<file path="config.mk">
export PLATFORM = sky130hd
export DESIGN_NAME = conv_addr_fsm
export DESIGN_NICKNAME = d
export VERILOG_FILES = /design/src/rtl/conv_addr_fsm.sv
export SDC_FILE = /design/constraint.sdc
export NUM_CORES = 1
export LEC_CHECK = 0
export CORE_MARGIN = 2
export CORE_UTILIZATION = 25
export DETAILED_ROUTE_END_ITERATION = 7
export HOLD_SLACK_MARGIN = 0.1
export PLACE_DENSITY_LB_ADDON = 0.12
export SYNTH_ARGS = -nofsm -noshare
export SYNTH_HDL_FRONTEND = slang
export SYNTH_SLANG_ARGS = --single-unit
export TNS_END_PERCENT = 50
</file>
<file path="constraint.sdc">
create_clock -name i_CLK -period 2.5 [get_ports i_CLK]
set_input_delay 0.375 -clock i_CLK [delete_from_list [all_inputs] [get_ports i_CLK]]
set_output_delay 0.375 -clock i_CLK [all_outputs]
set_load 0.02 [all_outputs]
</file>
<file path="src/rtl/conv_addr_fsm.sv">
// Address and sequencing FSM for N_CONV parallel 2-D convolvers sharing one
// line-buffer address space: column load, convolution processing and
// per-convolver readout, plus an abort path and an error pulse.
module conv_addr_fsm #(
  parameter int NB_ADDRESS = 10,
  parameter int NB_IMAGE   = 10,
  parameter int N_CONV     = 4,
  parameter int LATENCIA   = 5,
  parameter int KERNEL     = 3,
  parameter int NB_CNT     = $clog2(N_CONV + 1)
) (
  input  logic                  i_CLK,
  input  logic                  i_reset,
  input  logic [NB_IMAGE-1:0]   i_imgLength,
  input  logic                  i_load,
  input  logic                  i_SoP,
  input  logic                  i_valid,
  output logic [NB_ADDRESS-1:0] o_readAdd,
  output logic [NB_ADDRESS-1:0] o_writeAdd,
  output logic                  o_changeBlock,
  output logic                  o_fsm2convVld,
  output logic                  o_sopross,
  output logic                  o_EoP,
  output logic [NB_CNT-1:0]     o_pending,
  output logic                  o_err
);

  typedef enum logic [2:0] {IDLE, LOAD, PROC, DONE, READ} state_t;

  localparam logic [NB_ADDRESS-1:0] ONE_A    = NB_ADDRESS'(1);
  localparam logic [NB_ADDRESS-1:0] LAT_A    = NB_ADDRESS'(LATENCIA);
  localparam logic [NB_ADDRESS:0]   KM1_W    = (NB_ADDRESS + 1)'(KERNEL - 1);
  localparam logic [NB_CNT-1:0]     ONE_C    = NB_CNT'(1);
  localparam logic [NB_CNT-1:0]     NCONV_C  = NB_CNT'(N_CONV);

  state_t                  state, state_n;
  logic [NB_ADDRESS-1:0]   rd, rd_n;
  logic [NB_ADDRESS-1:0]   wr, wr_n;
  logic [NB_CNT-1:0]       pending, pending_n;
  logic                    valid_q;
  logic                    change_q, change_n;
  logic                    err_q, err_n;
  logic                    sop_q, sop_n;
  logic                    vld_q, vld_n;
  logic                    eop_q, eop_n;

  logic [NB_ADDRESS-1:0]   img_ext;
  logic [NB_ADDRESS:0]     col_diff;
  logic [NB_ADDRESS-1:0]   term;
  logic                    v_rise;

  // Last valid output column; a negative difference (tiny image) clamps to 0
  always_comb begin
    img_ext  = NB_ADDRESS'(i_imgLength);
    col_diff = {1'b0, img_ext} - KM1_W;
    term     = col_diff[NB_ADDRESS] ? '0 : col_diff[NB_ADDRESS-1:0];
    v_rise   = i_valid & ~valid_q;
  end

  // State and registered outputs, cleared asynchronously by the active-low reset
  always_ff @(posedge i_CLK or negedge i_reset) begin
    if (!i_reset) begin
      state    <= IDLE;
      rd       <= '0;
      wr       <= '0;
      pending  <= '0;
      valid_q  <= 1'b0;
      change_q <= 1'b0;
      err_q    <= 1'b0;
      sop_q    <= 1'b0;
      vld_q    <= 1'b0;
      eop_q    <= 1'b0;
    end else begin
      state    <= state_n;
      rd       <= rd_n;
      wr       <= wr_n;
      pending  <= pending_n;
      valid_q  <= i_valid;
      change_q <= change_n;
      err_q    <= err_n;
      sop_q    <= sop_n;
      vld_q    <= vld_n;
      eop_q    <= eop_n;
    end
  end

  // Next-state, counter and pulse logic; pulses default low every cycle
  always_comb begin
    state_n   = state;
    rd_n      = rd;
    wr_n      = wr;
    pending_n = pending;
    change_n  = 1'b0;
    err_n     = 1'b0;
    sop_n     = sop_q;
    vld_n     = vld_q;
    case (state)
      IDLE: begin
        rd_n = '0;
        wr_n = '0;
        if (i_load && i_SoP) begin
          err_n = ~err_q;
        end else if ((pending != '0) && !i_load && !i_SoP) begin
          state_n   = READ;
          pending_n = pending - ONE_C;
        end else if (i_load && (pending == '0)) begin
          state_n = LOAD;
        end else if (i_SoP && (pending == '0)) begin
          state_n = PROC;
          sop_n   = 1'b1;
          vld_n   = 1'b1;
        end
      end
      LOAD: begin
        if (v_rise) begin
          if (rd == img_ext) begin
            change_n = 1'b1;
            state_n  = IDLE;
            rd_n     = '0;
          end else begin
            rd_n = rd + ONE_A;
          end
        end
      end
      READ: begin
        if (v_rise) begin
          if (rd == term) begin
            change_n = 1'b1;
            state_n  = IDLE;
            rd_n     = '0;
          end else begin
            rd_n = rd + ONE_A;
          end
        end
      end
      PROC: begin
        if (!i_SoP) begin
          err_n   = ~err_q;
          state_n = IDLE;
          sop_n   = 1'b0;
          vld_n   = 1'b0;
          rd_n    = '0;
          wr_n    = '0;
        end else if (wr == term) begin
          change_n = 1'b1;
          state_n  = DONE;
        end else begin
          if (rd < img_ext) begin
            rd_n = rd + ONE_A;
          end
          if ((rd >= LAT_A) && (wr < term)) begin
            wr_n = wr + ONE_A;
            if ((wr + ONE_A) == term) begin
              vld_n = 1'b0;
            end
          end
        end
      end
      DONE: begin
        pending_n = NCONV_C;
        sop_n     = 1'b0;
        vld_n     = 1'b0;
        if (!i_SoP) begin
          state_n = IDLE;
          rd_n    = '0;
          wr_n    = '0;
        end
      end
      default: begin
        state_n = IDLE;
      end
    endcase
    eop_n = (pending_n != '0);
  end

  // Write address follows the write counter only while processing
  always_comb begin
    o_writeAdd = sop_q ? wr : rd;
  end

  assign o_readAdd     = rd;
  assign o_changeBlock = change_q;
  assign o_fsm2convVld = vld_q;
  assign o_sopross     = sop_q;
  assign o_EoP         = eop_q;
  assign o_pending     = pending;
  assign o_err         = err_q;

endmodule

</file>
==> results.toml <==
[outcome]
outcome = "finished with violations"
violations = "negative setup slack"

[pwr]
peakVddDrop_uv = 558
combinationalPowerShare = 0.606
swShare = 0.436
p_int_mw = 1.93
power_density_nw_per_um2 = 658
p_seq_frac = 0.225
p_switching_mw = 1.49
power_frac_clock = 0.170
p_total_mw = 3.42
power_leakage_nw = 2.17

[cells_and_area]
layout_commonest_cell = "buf_4"
final_cell_mix = "buf_4 (103), nand2_1 (39), clkdlybuf4s50_1 (33), dfrtp_1 (31)"
fillers = 1331
diodes = 0
finalNetCount = 604
drive_above_1_share = 0.331
final_util = 0.397
finalInstanceArea_um2 = 5200
area_growth_pct = 56.6
instances_no_fill = 738

[cts]
cts_hold_buf = 0
path_clk_slew_ns = 0.05
cts.path.max_buffers = 2
cts_max_level = 2
clk_latency_ns = 0.28
cts_sinks = 32
cts_made_buffers = 5
root_buffer = "clkbuf_16"
cts_tree = "built"

[route]
drt-total-wl_um = 12800
viasPerCell = 5.21
met2_length_um = 5780
met3_length_um = 606
topRoutingLayerUsed = "met4"
wl_met1_um = 6130
vias = 3846
drt_iter0_drc = 237
drcViolationCount = 0
wl_per_cell_um = 17.3
ant_nets = 0
drt_pass1_iterations = 5

[sta]
worst_clock_skew_ns = 0.00621
tightest_slew_ns = 0.516
finalSetupTns_ns = -12.02
holdWs_ns = 0.440
fin_ws_ns = -0.558
fmax_ghz = 0.327
hold_viol = 0
period_share = 1.22
fin_crit_ns = 3.06
final_max_slew_viol_count = 0
relSlewSlack = 0.655
finalSetupViolCount = 25
rsz0062_at_grt = "true"

[floorplan]
dieArea_um2 = 14200
start_util = 0.254
row_count = 42
coreArea_um2 = 13100
ios = 43
die_w_um = 119
die_y_um = 119

[placement]
dp_cells = 718
placed_cell_area_um2 = 4750
numPortBuffers = 42
dp_hpwl_um = 9980
gp_congestion = 0.884
post-place-ws_ns = -1.52

[synth]
synth_seq_cells = 32
syn_avg_cell_area_um2 = 7.96
ys_async_sr_fraction = 1.00
yosysSeqAreaShare = 0.241
synth_edf_count = 0
synth_nets = 459
synth_warnings = 0
post_synth_num_cell_types = 75
syn_area_um2 = 3320
synth_ff_type = "dfrtp_1"
syn_inst = 417

[hold_path]
worstHoldStart = "o_err"
whs_path_depth = 1
hp-class = "reg2reg"

[global_routing]
gr-usage-all-layers = 0.184
antenna_found_initial = 0
overflow = 0
grt_pass1_wl_um = 20600
grt_pass1_vias = 3719
grt_max_degree = 33

[worst_setup_path]
timing.rr.start = "o_readAdd[1]"
startpoint = "i_imgLength[2]"
crit_fanout = 5
crit_type = "in2reg"
worst-endpoint-arrival_ns = 3.22
r2r_cells = 10
cp.required_ns = 2.66
start_kind = "input pin"
cp-end-kind = "flop"

[job]
max_cap_viol_count = 0
==> cells by family (layout without fill, tap and decap cells) <==
kind of cell | Yosys count | in the layout | synth area share
AO/OA/AOI/OAI | 123 | 124 | 0.244
XOR/XNOR | 12 | 12 | 0.0317
adder cells (fa/ha/maj) | 28 | 28 | 0.105
buffers and inverters | 45 | 189 | 0.0551
flip-flops | 32 | 32 | 0.241
multiplexers | 6 | 6 | 0.0192
AND/OR/NAND/NOR | 171 | 171 | 0.304
==> worst max-delay path: stages <==
cell	delay [ns]
buf_12	0.11
inv_12	0.04
ha_4	0.12
or4b_4	0.47
or3_4	0.36
a21o_4	0.24
ha_4	0.22
a21oi_2	0.11
nor2b_1	0.06
o21ai_2	0.15
a41oi_4	0.18
buf_4	0.18
a311o_1	0.36
o21ai_1	0.17
o21ai_1	0.07
==> worst paths after layout <==
kind                                 to  slack, ns
max reg2reg                o_readAdd[7]      -0.05
min                               o_err       0.44
max                               wr[9]      -0.56
max in group asynchronous     o_sopross       1.67
min in group asynchronous  o_pending[1]       0.50
min reg2reg                       o_err       0.44
==> synthesized netlist by cell type, types with 9 or more instances <==
library cell,number,share of area
nand3_1,13,0.020
inv_1,28,0.032
clkbuf_1,11,0.012
a21oi_1,20,0.030
nor3_1,21,0.032
o22ai_1,9,0.017
o21ai_0,42,0.063
nor2_1,15,0.017
ha_1,27,0.10
nand2_1,42,0.048
dfrtp_1,32,0.24
or3_1,10,0.019
nor2b_1,9,0.017
==> repair_timing <==
item,4_1_cts,5_1_grt
cloned,1,0
resized for setup,52,21
endpoints found under the hold margin,0,0
pin swaps,23,14
setup buffers,9,3
endpoints found under the setup margin,25,26
==> flip-flops by register name, summed over array words and instances, names as in the netlist <==
| register | flops |
|---|---|
| o_readAdd | 10 |
| wr | 10 |
| o_pending | 3 |
| state | 3 |
| o_EoP | 1 |
| o_changeBlock | 1 |
| o_err | 1 |
| o_fsm2convVld | 1 |
| o_sopross | 1 |
| valid_q | 1 |
==> power by group through the flow <==
stage          registers (mW)  logic, mW  clock network [mW]
2_1_floorplan           0.781       1.10                   0
3_3_place_gp            0.768       1.81                   0
3_5_place_dp            0.765       1.81                   0
4_1_cts                 0.763       2.00               0.603
5_1_grt                 0.787       2.27               0.618
6_report                0.768       2.07               0.581
==> layout make-up <==
class                           instances  area, µm²  area share
Multi-Input combinational cell        341       2610       0.502
Timing Repair Buffer                  154       1300       0.251
Sequential cell                        32        802       0.154
Tap cell                              176        220      0.0424
Inverter                               28        130      0.0250
Clock buffer                            6        129      0.0248
Clock inverter                          1       5.00    0.000963
==> layer usage <==
metal	up-vias	global-route usage
met5	-	0
met1	1850	0.260
met4	0	0.0588
met3	16	0.0230
li1	1860	-
met2	120	0.293
(Power assumes the default switching activity.)
